[src/rtl/rr_arbiter4x4_if.sv]
// ---------------------------------------------------------------------------
// rr_arbiter4x4_if
// Bundles the requester lanes, the accept strobes and the result port of the
// 4-lane round-robin / merge arbiter.
//
// Handshake semantics (one place, applies to every signal below):
//   * Requester side: REQ[k] high means lane Ik carries valid data. The
//     requester keeps REQ[k] and Ik stable until it sees ACK[k] high, which
//     is a single-cycle combinational accept strobe. A lane whose REQ bit is
//     dropped before ACK is simply never accepted.
//   * Result side: O_VALID/O_READY is a strict valid/ready pair. O and GNT are
//     stable while O_VALID is high and are consumed on a rising clock edge
//     where O_VALID and O_READY are both high.
//
// Signals:
//   REQ      [3:0]        per-lane request            (requester -> arbiter)
//   I0..I3   [WIDTH-1:0]  lane data                   (requester -> arbiter)
//   MODE                  0 = round-robin, 1 = merge  (requester -> arbiter)
//   O_READY               downstream ready            (sink      -> arbiter)
//   ACK      [3:0]        accept strobe per lane      (arbiter   -> requester)
//   GNT      [3:0]        lanes captured into O       (arbiter   -> sink)
//   O        [WIDTH-1:0]  registered result           (arbiter   -> sink)
//   O_VALID               O holds an unconsumed result(arbiter   -> sink)
// ---------------------------------------------------------------------------
interface rr_arbiter4x4_if #(
  parameter int WIDTH = 4
);
  logic [3:0]       REQ;
  logic [WIDTH-1:0] I0;
  logic [WIDTH-1:0] I1;
  logic [WIDTH-1:0] I2;
  logic [WIDTH-1:0] I3;
  logic             MODE;
  logic             O_READY;
  logic [3:0]       ACK;
  logic [3:0]       GNT;
  logic [WIDTH-1:0] O;
  logic             O_VALID;

  // Environment side: requesters plus the downstream consumer.
  modport master (
    output REQ, I0, I1, I2, I3, MODE, O_READY,
    input  ACK, GNT, O, O_VALID
  );

  // Arbiter side.
  modport slave (
    input  REQ, I0, I1, I2, I3, MODE, O_READY,
    output ACK, GNT, O, O_VALID
  );
endinterface

[src/rtl/rr_arbiter4x4.sv]
// ---------------------------------------------------------------------------
// rr_arbiter4x4
// Four-requester arbiter with a single registered output slot.
//   MODE=0: exclusive round-robin grant. A 2-bit pointer names the highest
//           priority lane; after a grant it moves to the lane after the winner.
//   MODE=1: merge. Every requesting lane is accepted at once and O becomes the
//           bitwise OR of their data; the pointer is left untouched.
// A two-state FSM (IDLE/HOLD) owns the output slot: decisions are only made in
// IDLE, the result is held in HOLD until the sink takes it.
//
// Ports:
//   CLK          clock, all state updates on the rising edge
//   ASYNCRESETN  active-low reset, asynchronous assertion, synchronous release
//   bus          rr_arbiter4x4_if.slave (REQ, I0..I3, MODE, O_READY in;
//                ACK, GNT, O, O_VALID out)
//   dbg_state    current FSM state (0 = IDLE, 1 = HOLD)
//   dbg_ptr      current round-robin priority pointer
// ---------------------------------------------------------------------------
module rr_arbiter4x4 #(
  parameter int WIDTH = 4
) (
  input  logic                 CLK,
  input  logic                 ASYNCRESETN,
  rr_arbiter4x4_if.slave       bus,
  output logic                 dbg_state,
  output logic [1:0]           dbg_ptr
);

  typedef enum logic {
    ST_IDLE = 1'b0,
    ST_HOLD = 1'b1
  } state_e;

  state_e           state_q, state_d;
  logic [WIDTH-1:0] o_q, o_d;
  logic [3:0]       gnt_q, gnt_d;
  logic [1:0]       ptr_q, ptr_d;

  logic [WIDTH-1:0] lane [4];
  logic [WIDTH-1:0] merge_data;
  logic [1:0]       win_idx;
  logic             win_found;
  logic [1:0]       scan_idx;
  logic [3:0]       ack_raw;

  assign lane[0] = bus.I0;
  assign lane[1] = bus.I1;
  assign lane[2] = bus.I2;
  assign lane[3] = bus.I3;

  // Round-robin search: first requesting lane starting at ptr_q, wrapping.
  always_comb begin
    win_found = 1'b0;
    win_idx   = ptr_q;
    scan_idx  = ptr_q;
    for (int j = 0; j < 4; j++) begin
      scan_idx = ptr_q + 2'(j);
      if (!win_found && bus.REQ[scan_idx]) begin
        win_found = 1'b1;
        win_idx   = scan_idx;
      end
    end
  end

  // Merge data: only lanes that are actually requesting contribute.
  always_comb begin
    merge_data = '0;
    for (int k = 0; k < 4; k++) begin
      if (bus.REQ[k]) begin
        merge_data = merge_data | lane[k];
      end
    end
  end

  // Next-state and accept decision.
  always_comb begin
    state_d = state_q;
    o_d     = o_q;
    gnt_d   = gnt_q;
    ptr_d   = ptr_q;
    ack_raw = 4'b0000;
    case (state_q)
      ST_IDLE: begin
        if (bus.REQ != 4'b0000) begin
          if (bus.MODE) begin
            ack_raw = bus.REQ;
            o_d     = merge_data;
            gnt_d   = bus.REQ;
          end else begin
            ack_raw = 4'b0001 << win_idx;
            o_d     = lane[win_idx];
            gnt_d   = 4'b0001 << win_idx;
            ptr_d   = win_idx + 2'd1;
          end
          state_d = ST_HOLD;
        end
      end
      ST_HOLD: begin
        // REQ and MODE are deliberately ignored here; only the sink matters.
        if (bus.O_READY) begin
          state_d = ST_IDLE;
          gnt_d   = 4'b0000;
        end
      end
      default: begin
        state_d = ST_IDLE;
      end
    endcase
  end

  always_ff @(posedge CLK or negedge ASYNCRESETN) begin
    if (!ASYNCRESETN) begin
      state_q <= ST_IDLE;
      o_q     <= '0;
      gnt_q   <= 4'b0000;
      ptr_q   <= 2'd0;
    end else begin
      state_q <= state_d;
      o_q     <= o_d;
      gnt_q   <= gnt_d;
      ptr_q   <= ptr_d;
    end
  end

  // ACK is combinational from REQ; it must also be silent while reset is held,
  // since the FSM sits in IDLE during reset and would otherwise accept.
  assign bus.ACK     = ASYNCRESETN ? ack_raw : 4'b0000;
  assign bus.GNT     = gnt_q;
  assign bus.O       = o_q;
  assign bus.O_VALID = (state_q == ST_HOLD);

  assign dbg_state = (state_q == ST_HOLD);
  assign dbg_ptr   = ptr_q;

endmodule

[src/flat_wrapper.sv]
// flat-port wrapper written by rule: the top's interface ports become plain ports
module rr_arbiter4x4_flat 
#(
  parameter int WIDTH = 4
)
  (CLK, ASYNCRESETN, dbg_state, dbg_ptr, bus_REQ, bus_I0, bus_I1, bus_I2, bus_I3, bus_MODE, bus_O_READY, bus_ACK, bus_GNT, bus_O, bus_O_VALID);
  rr_arbiter4x4_if #(.WIDTH(WIDTH)) bus_i ();
  input  logic CLK;
  input  logic ASYNCRESETN;
  output logic dbg_state;
  output logic [1:0] dbg_ptr;
  input wire logic [$bits(bus_i.REQ)-1:0] bus_REQ;
  input wire logic [$bits(bus_i.I0)-1:0] bus_I0;
  input wire logic [$bits(bus_i.I1)-1:0] bus_I1;
  input wire logic [$bits(bus_i.I2)-1:0] bus_I2;
  input wire logic [$bits(bus_i.I3)-1:0] bus_I3;
  input wire logic [$bits(bus_i.MODE)-1:0] bus_MODE;
  input wire logic [$bits(bus_i.O_READY)-1:0] bus_O_READY;
  output wire logic [$bits(bus_i.ACK)-1:0] bus_ACK;
  output wire logic [$bits(bus_i.GNT)-1:0] bus_GNT;
  output wire logic [$bits(bus_i.O)-1:0] bus_O;
  output wire logic [$bits(bus_i.O_VALID)-1:0] bus_O_VALID;
  assign bus_i.REQ = bus_REQ;
  assign bus_i.I0 = bus_I0;
  assign bus_i.I1 = bus_I1;
  assign bus_i.I2 = bus_I2;
  assign bus_i.I3 = bus_I3;
  assign bus_i.MODE = bus_MODE;
  assign bus_i.O_READY = bus_O_READY;
  assign bus_ACK = bus_i.ACK;
  assign bus_GNT = bus_i.GNT;
  assign bus_O = bus_i.O;
  assign bus_O_VALID = bus_i.O_VALID;
  rr_arbiter4x4 #(.WIDTH(WIDTH)) u_core (.CLK(CLK), .ASYNCRESETN(ASYNCRESETN), .bus(bus_i), .dbg_state(dbg_state), .dbg_ptr(dbg_ptr));
endmodule
[config.mk]
export PLATFORM = sky130hd
export DESIGN_NAME = rr_arbiter4x4_flat
export DESIGN_NICKNAME = d
export VERILOG_FILES = /design/src/rtl/rr_arbiter4x4_if.sv /design/src/rtl/rr_arbiter4x4.sv /design/src/flat_wrapper.sv
export SDC_FILE = /design/constraint.sdc
export NUM_CORES = 1
export LEC_CHECK = 0
export BUFFER_PORTS_ARGS = -buffer_cell sky130_fd_sc_hd__buf_2
export CORE_MARGIN = 10
export CORE_UTILIZATION = 45
export CTS_BUF_LIST = sky130_fd_sc_hd__clkbuf_8 sky130_fd_sc_hd__clkbuf_16
export DETAILED_ROUTE_END_ITERATION = 16
export PLACE_DENSITY = 0.74
export SYNTH_ARGS = -nofsm -noshare
export SYNTH_HDL_FRONTEND = slang
export SYNTH_SLANG_ARGS = --single-unit
[constraint.sdc]
create_clock -name CLK -period 3 [get_ports CLK]
set_input_delay 0.15 -clock CLK [delete_from_list [all_inputs] [get_ports CLK]]
set_output_delay 0.15 -clock CLK [all_outputs]
set_load 0.05 [all_outputs]
=== Word-level counts from Yosys, hierarchy flattened ===
Index checks and enable logic that the tools add are counted.

* Register bits after elaboration: 11
* Bits of input ports: 24
* Output and inout port bits: 16
* Word-level logic and storage cells: 64

* $add $sub $neg: 4
* Magnitude comparators: 5
* Equality and inequality tests: 2
* Shift operators: 1
* Mux-type cells: 32
* Bitwise logic cells: 6
* Reductions and logical operators: 10

{| class="wikitable"
|+ Operators with widths
! cell !! count
|-
| 4-bit two-way mux || 13
|-
| 2-bit by 3-bit < comparator with 1-bit output (second input constant) || 4
|-
| 4-bit bitwise OR || 3
|-
| 1-bit two-way mux || 9
|-
| 1-bit binary-select mux with 2-bit select || 4
|-
| 4-bit binary-select mux with 2-bit select || 1
|-
| 4-bit case mux with 2 select lines || 1
|-
| 2-bit two-way mux || 3
|-
| 2-bit by 1-bit adder with 2-bit output (second input constant) || 2
|-
| 2-bit adder (second input constant) || 2
|-
| 2-bit AND reduction || 2
|-
| 4-bit nonzero test || 1
|-
| 1-bit by 2-bit << shifter with 4-bit output (first input constant) || 1
|-
| 3-bit >= comparator (second input constant) || 1
|-
| 1-bit logical AND || 3
|-
| 1-bit zero test || 3
|-
| 2-bit inverter with 3-bit output || 1
|-
| 3-bit AND reduction || 1
|-
| 2-bit by 1-bit != test with 1-bit output (second input constant) || 1
|-
| 2-bit != test (second input constant) || 1
|-
| 1-bit inverter || 2
|-
| 1-bit case mux with 2 select lines || 1
|}

=== Depth between registers and ports, before layout ===
* Depth in word-level cells: 17
* Depth in mapped cells: 7
* Gate-level depth less buffers: 5

=== Worst setup path after synthesis ===
Ideal clock, no wire load.

* Path kind: register to output
* From: register u_core.ptr_q[0] (netlist: u_core.dbg_ptr[0])
* To: output port bus_ACK[1]
* Data arrival time: 2.422 ns
* Data required time: 2.850 ns
* Setup slack: 0.428 ns
* Cell stages (with the launch flop): 7
* Buffers on the path: 1
* Cells stage by stage: dfrtp_1 -> buf_2 -> or4b_4 -> o31ai_4 -> a21oi_1 -> o21ai_1 -> nor2b_1

* Cells in the longest elaborated chain, start to end: 17
* Elaborated cells on any way between the ends: 28
* Classes of those cells: 3 x add/sub; 1 x shift; 18 x mux; 6 x reduce/logical

{| class="wikitable"
|+ Ends and longest elaborated chain
! item !! RTL line !! source
|-
| start, declared || rr_arbiter4x4.sv:37 || <nowiki>logic [1:0] ptr_q, ptr_d;</nowiki>
|-
| start signal, assigned || rr_arbiter4x4.sv:121 || <nowiki>ptr_q <= ptr_d;</nowiki>
|-
| branches (longest 11 deep; another with 2-bit by 1-bit adder with 2-bit output) || - ||
|-
| 2-bit two-way mux * || rr_arbiter4x4.sv:58 || <nowiki>if (!win_found && bus.REQ[scan_idx]) begin</nowiki>
|-
| 1-bit by 2-bit << shifter with 4-bit output * || rr_arbiter4x4.sv:90 || <nowiki>ack_raw = 4'b0001 << win_idx;</nowiki>
|-
| 4-bit two-way mux * || rr_arbiter4x4.sv:85 || <nowiki>if (bus.MODE) begin</nowiki>
|-
| 4-bit two-way mux * || rr_arbiter4x4.sv:84 || <nowiki>if (bus.REQ != 4'b0000) begin</nowiki>
|-
| 4-bit two-way mux * || rr_arbiter4x4.sv:82 || <nowiki>case (state_q)</nowiki>
|-
| 4-bit two-way mux * || rr_arbiter4x4.sv:127 || <nowiki>assign bus.ACK = ASYNCRESETN ? ack_raw : 4'b0000;</nowiki>
|-
| end, declared || flat_wrapper.sv:19 || <nowiki>output wire logic [$bits(bus_i.ACK)-1:0] bus_ACK;</nowiki>
|}

Every way passes the cells marked *. The select of a mux whose other input is x is not followed.

=== Final worst setup path ===
* From: register u_core.ptr_q[1] (netlist: u_core.dbg_ptr[1])
* To: output port bus_ACK[3]

Same word-level chain as after synthesis.

==> key figures <==
Run status
  – Outcome: finished, final reports clean

Route
  – Via Count: 1325
  – DR WL/cell: 18.21 um
  – Antenna Violating Nets Remaining: 0
  – DR iter-0 viols: 159
  – Detailed-route DRC error count: 0
  – Vias per cell: 6.463
  – DRT Wirelength: 3733 um
  – Initial DRT Pass Iterations: 5

CTS
  – Cts bufs inserted: 3
  – TritonCTS clock tree: built
  – Setup bufs post-CTS: 0
  – Root Driver: clkbuf_8
  – Clock sinks: 11
  – Insertion delay to the later sink of the worst-skew pair: 0.25 ns
  – # hold bufs at CTS: 1
  – CTS max path bufs: 2
  – Reg clk slew, reported paths: 0.07 ns
  – # resized after CTS: 0
  – H-tree depth: 1

Setup path
  – Critical Path Source Type: register
  – Largest fanout on the critical path: 16
  – Worst setup path startpoint: u_core.dbg_ptr[1]$_DFFE_PN0P_
  – Critical path class: register to output port
  – Required @ worst endpoint: 2.85 ns
  – Slowest cell delay on critical path: 0.63 ns
  – Critical path depth: 6
  – Crit-path cells: nand3b_1, a311oi_1, or3_1, o21ai_0, nor2_1, buf_2
  – R2r endpoint: u_core.bus.O[3]$_DFFE_PN0P_
  – Reg2Reg Setup Slack: 0.96 ns
  – Slowest cell on crit path: dfrtp_1
  – Crit path buffers/inverters: 1
  – CP Data Arrival Time: 2.16 ns
  – Reg2Reg Depth: 5
  – FF-to-FF Start: u_core.dbg_ptr[1]$_DFFE_PN0P_
  – Top delay family on crit path: flip-flops
  – Crit path to: bus_ACK[3]
  – CP endpoint kind: output port

Floorplanning
  – Die area: 0.004798 mm^2
  – Die X: 69.27 um
  – Initial Util: 0.4845
  – Row count: 17
  – I/O pin cnt: 40
  – Die Span Y: 69.27 um
  – Core box area: 0.002255 mm^2

Pwr
  – Leak: 0.5923 nW
  – Internal: 0.5490 mW
  – Total power: 1.311 mW
  – Switch share: 0.5813
  – Combinational group share of total power: 0.652
  – Pwr dens: 998.1 mW/mm^2
  – Psw: 0.7623 mW
  – Clk pwr share: 0.122
  – Reg power frac: 0.227
  – Peak VDD IR: 585.6 uV

Logic synthesis
  – Share of the synthesized area in the top cell type: 0.2520
  – Sequential share of the synthesized area: 0.2520
  – Syn_area_per_cell: 7.533 um^2
  – Post-synth EDFFs: 0
  – Post-synthesis cell count: 145
  – Synth unique cells: 39
  – Ys flop type: dfrtp_1
  – Syn. warnings: 0
  – Syn Nets: 169
  – Cell Area, Synth: 0.001092 mm^2
  – Area leader, netlist: dfrtp_1
  – Post-synth ARST share: 1.000
  – Top post-synthesis cells by area: dfrtp_1 25%, o21ai_0 9.2%, o21a_1 5.5%
  – Synth Register Bits: 11

Timing
  – # setup viols final: 0
  – Min cycle time layout: 2.307 ns
  – Max Fclk: 433.5 MHz
  – Setup TNS: 0 ns
  – Final hold vios: 0
  – Slew HR: 0.5454
  – Pins Over Slew Limit: 0
  – Layout Skew: 0.01149 ns
  – RSZ-0062 raised after global routing: false
  – Tcrit/Tclk final: 0.7689
  – Worst-Margin Slew: 0.6725 ns

Global route
  – GRT Util Overall: 0.1489
  – Initial antenna violation count: 0
  – Largest net degree at the start of global routing: 22
  – Grt total ovfl: 0
  – Global-route wire length before repair: 6161 um
  – Vias in the first global route: 1303

Placed design
  – Final GP Congestion: 0.9034
  – DP Cell Count: 200
  – Dpl hpwl: 2810 um
  – I/O Buffers: 39

Job
  – Max-cap viol count: 0

Layout
  – Final nets: 202
  – Diodes inserted: 0
  – Final Util: 0.5827
  – Layout cells sized above 1: 0.2542
  – Fin cells: 205
  – Fillers: 225
  – Commonest non-fill, non-tap cell in the layout: buf_2
  – Most frequent cells in the layout: 39 x buf_2, 20 x o21ai_0, 11 x nor2_1, 11 x dfrtp_1, 10 x inv_1
  – Area growth syn-to-layout: 20.27%

Hold path
  – Worst Hold Class: input port to register
  – Hold path depth: 2
==> through the flow <==
step	hold WS [ns]	setup slack [ns]	instance area (um^2)
floorplan	-0.1456	0.4276	1092
global placement	0.05181	1.049	1259
detailed placement	0.05092	0.9993	1259
CTS	0.09898	0.7273	1314
global route	0.1050	0.5300	1314
finish	0.09702	0.6933	1314
==> cell type report <==
class                   instances  area (um^2)  area share
inverters                       9        33.78     0.02571
repair buffers                 40        205.2      0.1562
flip-flops and latches         11        275.3      0.2095
well taps                      28        35.03     0.02667
clock inverters                 1        3.754    0.002857
clock buffers                   3        41.29     0.03143
multi-input cells             113        719.4      0.5476
==> power groups by stage <==
| stage | Sequential, mW | Combinational, mW | Clock (mW) |
|---|---|---|---|
| 2_1_floorplan | 0.507 | 0.450 | 0 |
| 3_3_place_gp | 0.289 | 0.837 | 0 |
| 3_5_place_dp | 0.298 | 0.850 | 0 |
| 4_1_cts | 0.296 | 0.854 | 0.158 |
| 5_1_grt | 0.312 | 0.920 | 0.168 |
| 6_report | 0.297 | 0.855 | 0.160 |
==> how the worst min path moves through the flow <==
stage	from	to
after CTS	bus_O_READY	u_core.bus.O_VALID$_DFF_PN0_
after floorplan	ASYNCRESETN	u_core.bus.GNT[0]$_DFFE_PN0P_
final	bus_O_READY	u_core.bus.O_VALID$_DFF_PN0_
after global routing	bus_O_READY	u_core.bus.O_VALID$_DFF_PN0_
after detailed placement	ASYNCRESETN	u_core.bus.O[3]$_DFFE_PN0P_
after global placement	ASYNCRESETN	u_core.bus.O[3]$_DFFE_PN0P_
==> sequential cells by signal, indices dropped and copies added, names as in the netlist <==
register,cells
u_core.bus.GNT,4
u_core.bus.O,4
u_core.bus.O_VALID,1
u_core.dbg_ptr,2
==> kinds of logic (layout without fill, tap and decap cells) <==
logic type      after synthesis  count (layout)  synth area share
buf+inv                      21              53           0.08934
mux                           1               1          0.009164
compound gates               63              63            0.4044
simple gates                 49              49            0.2451
flops                        11              11            0.2520
==> layer usage <==
metal,vias up,routed length [um],track usage
li1,615,-,-
met1,608,1558,0.1770
met2,85,1662,0.2359
met3,17,367,0.04280
met4,0,144,0.07539
met5,-,0,0
==> cell usage after synthesis, types with 4 or more instances <==
master    instances
o21a_1            8
nand2_1           8
a21oi_1           8
dfrtp_1          11
buf_2             6
clkbuf_1          4
a311oi_1          4
o21ai_0          20
nor2b_1           7
inv_1             9
a222oi_1          4
nor2_1           11
nand3_1           9
No activity file was read; power rests on OpenSTA's default activity.
